==> config.mk <==
export PLATFORM = sky130hd
export DESIGN_NAME = sha256_round_ctrl
export DESIGN_NICKNAME = d
export VERILOG_FILES = /design/src/rtl/sha256_pkg.sv /design/src/rtl/sha256_round_ctrl.sv
export SDC_FILE = /design/constraint.sdc
export NUM_CORES = 1
export LEC_CHECK = 0
export BUFFER_PORTS_ARGS = -buffer_cell sky130_fd_sc_hd__buf_2
export CELL_PAD_IN_SITES_DETAIL_PLACEMENT = 0
export CELL_PAD_IN_SITES_GLOBAL_PLACEMENT = 1
export CORE_MARGIN = 4
export CORE_UTILIZATION = 27
export DETAILED_ROUTE_END_ITERATION = 10
export PLACE_DENSITY_LB_ADDON = 0.05
export RECOVER_POWER = 25
export SYNTH_ARGS = -nofsm -noshare
export SYNTH_HDL_FRONTEND = slang
export SYNTH_SLANG_ARGS = --single-unit
==> constraint.sdc <==
create_clock -name clk -period 3.09 [get_ports clk]
set_input_delay 0.927 -clock clk [delete_from_list [all_inputs] [get_ports clk]]
set_output_delay 0.927 -clock clk [all_outputs]
set_load 0.03 [all_outputs]
==> src/rtl/sha256_pkg.sv <==
// sha256_pkg: shared types and constants for the SHA-256 compression core.
// Contents: controller state enum, round/ROM geometry, message word count,
// the first round constant K[0] (reset value of k_t) and the initial hash value.
package sha256_pkg;

    localparam int NUM_ROUNDS = 64;
    localparam int K_PER_ROW  = 8;
    localparam int MSG_WORDS  = 16;

    localparam logic [31:0]  K0 = 32'h428a2f98;
    localparam logic [255:0] IV = {32'h6a09e667, 32'hbb67ae85, 32'h3c6ef372, 32'ha54ff53a,
                                   32'h510e527f, 32'h9b05688c, 32'h1f83d9ab, 32'h5be0cd19};

    typedef enum logic [2:0] {IDLE, LOAD, ROUND, FINAL, DONE} state_t;

endpackage

==> src/rtl/sha256_round_ctrl.sv <==
// sha256_round_ctrl: round sequencer for the SHA-256 compression core.
// Ports:
//   clk, rst_n                    clock, asynchronous active-low reset
//   blk_valid, blk_first, hold    block request, first-block flag, datapath stall
//   blk_ready, busy               accept indication (IDLE and not held), not-IDLE
//   krom_addr, krom_k0..krom_k7   K-ROM row address and the 8 returned words
//   load_en, init_h               load a..h (from IV when init_h)
//   round_en, round_idx, k_t,     one compression round t with K[t] and
//   w_from_msg                    message-vs-schedule W select
//   final_en, done                add a..h into H, digest valid pulse
module sha256_round_ctrl #(
    parameter int NUM_ROUNDS = sha256_pkg::NUM_ROUNDS,
    parameter int K_PER_ROW  = sha256_pkg::K_PER_ROW
) (
    input  logic        clk,
    input  logic        rst_n,
    input  logic        blk_valid,
    input  logic        blk_first,
    output logic        blk_ready,
    input  logic        hold,
    output logic [3:0]  krom_addr,
    input  logic [31:0] krom_k0,
    input  logic [31:0] krom_k1,
    input  logic [31:0] krom_k2,
    input  logic [31:0] krom_k3,
    input  logic [31:0] krom_k4,
    input  logic [31:0] krom_k5,
    input  logic [31:0] krom_k6,
    input  logic [31:0] krom_k7,
    output logic        load_en,
    output logic        init_h,
    output logic        round_en,
    output logic [5:0]  round_idx,
    output logic [31:0] k_t,
    output logic        w_from_msg,
    output logic        final_en,
    output logic        done,
    output logic        busy
);
    import sha256_pkg::*;

    localparam logic [5:0] LAST = 6'(NUM_ROUNDS - 1);

    state_t      state, nstate;
    logic [5:0]  t, nt, p, np;
    logic [31:0] row [8];

    // Round index whose constant is latched into k_t at the end of a cycle
    // spent in state s with counter x. DONE prefetches K[0] so k_t is back to
    // its reset value once IDLE is reached.
    function automatic logic [5:0] prefetch(input state_t s, input logic [5:0] x);
        return (s == ROUND && x != LAST) ? x + 6'd1 : (s == ROUND || s == FINAL) ? x : 6'd0;
    endfunction

    always_comb begin
        nstate = state;
        nt     = t;
        case (state)
            IDLE:    if (blk_valid) begin
                         nstate = LOAD;
                         nt     = '0;
                     end
            LOAD:    nstate = ROUND;
            ROUND:   begin
                         nstate = (t == LAST) ? FINAL : ROUND;
                         nt     = (t == LAST) ? t : t + 6'd1;
                     end
            FINAL:   nstate = DONE;
            default: nstate = IDLE;
        endcase
    end

    assign row = '{krom_k0, krom_k1, krom_k2, krom_k3, krom_k4, krom_k5, krom_k6, krom_k7};
    assign p   = prefetch(state, t);
    assign np  = prefetch(nstate, nt);

    always_ff @(posedge clk or negedge rst_n)
        if (!rst_n)
            state <= IDLE;
        else if (!hold)
            state <= nstate;

    // krom_addr is registered one step ahead: it carries the row needed by the
    // prefetch of the following cycle, so the ROM output is settled when k_t
    // samples it. Under hold everything freezes, keeping that pairing intact.
    always_ff @(posedge clk or negedge rst_n)
        if (!rst_n) begin
            t          <= '0;
            krom_addr  <= '0;
            k_t        <= K0;
            init_h     <= 1'b0;
            w_from_msg <= 1'b0;
        end else if (!hold) begin
            t          <= nt;
            krom_addr  <= 4'(np / 6'(K_PER_ROW));
            k_t        <= row[3'(p % 6'(K_PER_ROW))];
            w_from_msg <= nstate == ROUND && nt < 6'(MSG_WORDS);
            if (state == IDLE && blk_valid)
                init_h <= blk_first;
        end

    assign round_idx = t;
    assign load_en   = state == LOAD  && !hold;
    assign round_en  = state == ROUND && !hold;
    assign final_en  = state == FINAL && !hold;
    assign done      = state == DONE  && !hold;
    assign blk_ready = state == IDLE  && !hold;
    assign busy      = state != IDLE;

endmodule

==> flow_summary_export.csv <==
group,metric,value,unit
synth,syn_area,0.00423,mm²
synth,synth_nets,826,
synth,ys_types,55,
setup_path,critPathMaxFanout,32,
sta,finalCritPeriodShare,0.887,
synth,synth_edf_count,0,
clock_tree,ctsHoldBuffers,0,
sta,setup_viol,0,
power_and_ir_drop,clkPwrFrac,0.102,
power_and_ir_drop,p_int,2.75,mW
placement,io_buffers,309,
synth,ys_seq_elements,46,
setup_path,critical_path_class,"reg -> reg",
power_and_ir_drop,leakage,3.35,nW
setup_path,r2r_slack,0.35,ns
power_and_ir_drop,power_density,916,mW/mm²
finish,fillerInstances,1613,
finish,syn_to_final_growth,45.6,%
setup_path,crit_arrival,2.98,ns
clock_tree,cts_root_buffer,"clkbuf_16",
worst_hold_path,hold_start,"init_h",
routing,vias,5254,
finish,layout_common_cells,"buf_2 (308), nand2_1 (172), mux2i_1 (65)",
global_route,track_usage,0.204,
synth,synthFlopType,"dfrtp_1",
clock_tree,cts_resized,0,
clock_tree,cts_tree,"done",
sta,max_freq,365,MHz
setup_path,cp-end-kind,"flip-flop",
die,core,0.0153,mm²
power_and_ir_drop,combPwrFrac,0.688,
worst_hold_path,min_path_type,"reg -> reg",
sta,rsz0062_at_grt,"false",
synth,synth_warnings,0,
finish,drive_gt1_frac,0.454,
setup_path,worstRegToRegCells,8,
synth,syn_avg_cell_area,7.50,µm²
worst_hold_path,whs_path_depth,1,
clock_tree,max-clock-path-buffers,2,
clock_tree,postCtsSetupBuffers,0,
synth,netlist_instances,564,
die,rows,45,
finish,final_common_cell,"buf_2",
power_and_ir_drop,ir_drop,0.509,mV
synth,synthTopCellsByArea,"dfrtp_1 (20%), mux2i_1 (15%), nand2_1 (15%), dfstp_2 (8.1%), o221ai_1 (6.6%)",
clock_tree,numCtsBuffers,5,
die,die_w,133,µm
placement,place_area,0.00602,mm²
clock_tree,ctsHtreeMaxLevel,2,
setup_path,r2r-start,"round_idx[0]",
finish,final_nets,1111,
sta,slew_headroom,0.0112,
power_and_ir_drop,seqPwrFrac,0.210,
global_route,antenna_found_initial,2,
routing,ant_nets,0,
placement,hpwl,14900,µm
power_and_ir_drop,p_switching,2.89,mW
routing,avgRoutedWirePerCell,17.7,µm
global_route,grt_max_degree,83,
die,initial_core_util,0.277,
global_route,grt_pass1_wl,29100,µm
clock_tree,clkTransAtPathRegs,0.07,ns
setup_path,timing.rr.end,"k_t[16]",
routing,vias_per_cell,4.95,
power_and_ir_drop,switching_share,0.512,
synth,ys_seq_area_frac,0.276,
worst_hold_path,worstHoldEndpoint,"init_h",
sta,setup_ws,0.349,ns
die,io_pins,311,
global_route,grt_pass1_vias,5484,
die,dieHeight,133,µm
finish,final_util,0.404,
sta,whs,0.513,ns
routing,drt_pass1_iterations,4,
routing,drc,0,
setup_path,start_kind,"flip-flop",
sta,skew,0.00889,ns
run_status,status,"complete, no violations",
sta,tightestPinTransition,1.48,ns
finish,design_area,0.00616,mm²
die,design.die.area,0.0177,mm²
routing,drt_iter0_markers,265,
global_route,gr-total-overflow,0,
power_and_ir_drop,total_power,5.64,mW
synth,synth-async-reset-ratio,1.00,
setup_path,worstPathRequired,3.33,ns
placement,gp_congestion,0.882,
clock_tree,cts.sinks,46,
synth,yosysTopAreaCell,"dfrtp_1",
clock_tree,clk_latency,0.30,ns
sta,slew_viol_final,0,
run,maxCapViolCount,0,
synth,synth_top_area_frac,0.195,
sta,hold_violations,0,
routing,wirelength,18800,µm
sta,fin_crit,2.74,ns
placement,dp_slack,0.356,ns
## worst max-delay path by stage
stage	start	end	cells past startpoint
2_1_floorplan	hold	done	3
3_3_place_gp	round_idx[0]	k_t[6]	8
3_5_place_dp	round_idx[0]	k_t[6]	8
4_1_cts	round_idx[0]	k_t[6]	8
5_1_grt	round_idx[0]	k_t[6]	8
6_report	round_idx[0]	k_t[16]	8
## state kept, by name, summed over array words and instances, names as in the netlist
name / flops
krom_addr: 3
k_t: 32
round_idx: 6
state: 3
w_from_msg: 1
init_h: 1
## power by group through the flow
stage / registers, mW / logic, mW / clock network [mW]
after detailed placement: 1.20 / 3.93 / 0
final: 1.18 / 3.88 / 0.577
after floorplan: 1.66 / 2.30 / 0
after global routing: 1.24 / 4.27 / 0.628
after global placement: 1.19 / 3.91 / 0
after CTS: 1.19 / 3.94 / 0.605
## worst max-delay path, cell delays in order, from the launching register on
cell and delay, ns:
dfrtp_1 0.52, ha_1 0.31, and2_1 0.22, a31oi_1 0.18, a21oi_4 0.72, buf_4 0.37
a21oi_1 0.10, nand2_1 0.10, a31o_2 0.15
## kinds of logic after synthesis
kind of cell | count (synthesis) | share of synthesized area
buffers and inverters | 50 | 0.0511
AO/OA/AOI/OAI | 137 | 0.232
adder cells (fa/ha/maj) | 1 | 0.00296
multiplexers | 70 | 0.167
flip-flops | 46 | 0.276
other | 1 | 0.000886
AND/OR/NAND/NOR | 258 | 0.268
XOR/XNOR | 1 | 0.00207
## layout make-up
cell class | instances | area, µm² | share of cell area
antenna | 1 | 2.50 | 0.000406
tap | 211 | 264 | 0.0428
timing repair buffer | 326 | 1690 | 0.274
multi-input combinational | 468 | 2880 | 0.467
clock buffer | 6 | 139 | 0.0225
clock inverter | 2 | 12.5 | 0.00203
inverter | 2 | 7.51 | 0.00122
sequential | 46 | 1170 | 0.189
## cells in the mapped netlist, types with 4 or more instances
master	count
nand2_1	172
mux2i_1	65
a21oi_1	46
dfrtp_1	33
clkbuf_1	32
o221ai_1	32
nand3_1	30
a31o_2	24
dfstp_2	13
nor2_1	12
buf_2	10
or3_1	8
o21ai_0	7
and2_1	5
mux2_2	5
nor3_1	5
a21o_1	4
a31oi_1	4
and3_1	4
o21ai_1	4
## routing by layer
metal	GRT usage	routed length (µm)	vias up
met1	0.245	7600	2421
met2	0.362	9490	205
met5	0	7	-
li1	-	-	2609
met3	0.0498	1390	17
met4	0.0560	296	2
## per-stage QoR
stage / instances / setup TNS [ns]
3_5_place_dp: 1053 / 0
3_3_place_gp: 1053 / 0
4_1_cts: 1061 / 0
2_1_floorplan: 564 / -0.399
5_1_grt: 1062 / 0
6_report: 1062 / 0
Note: power is estimated with default switching activity, not from simulation.
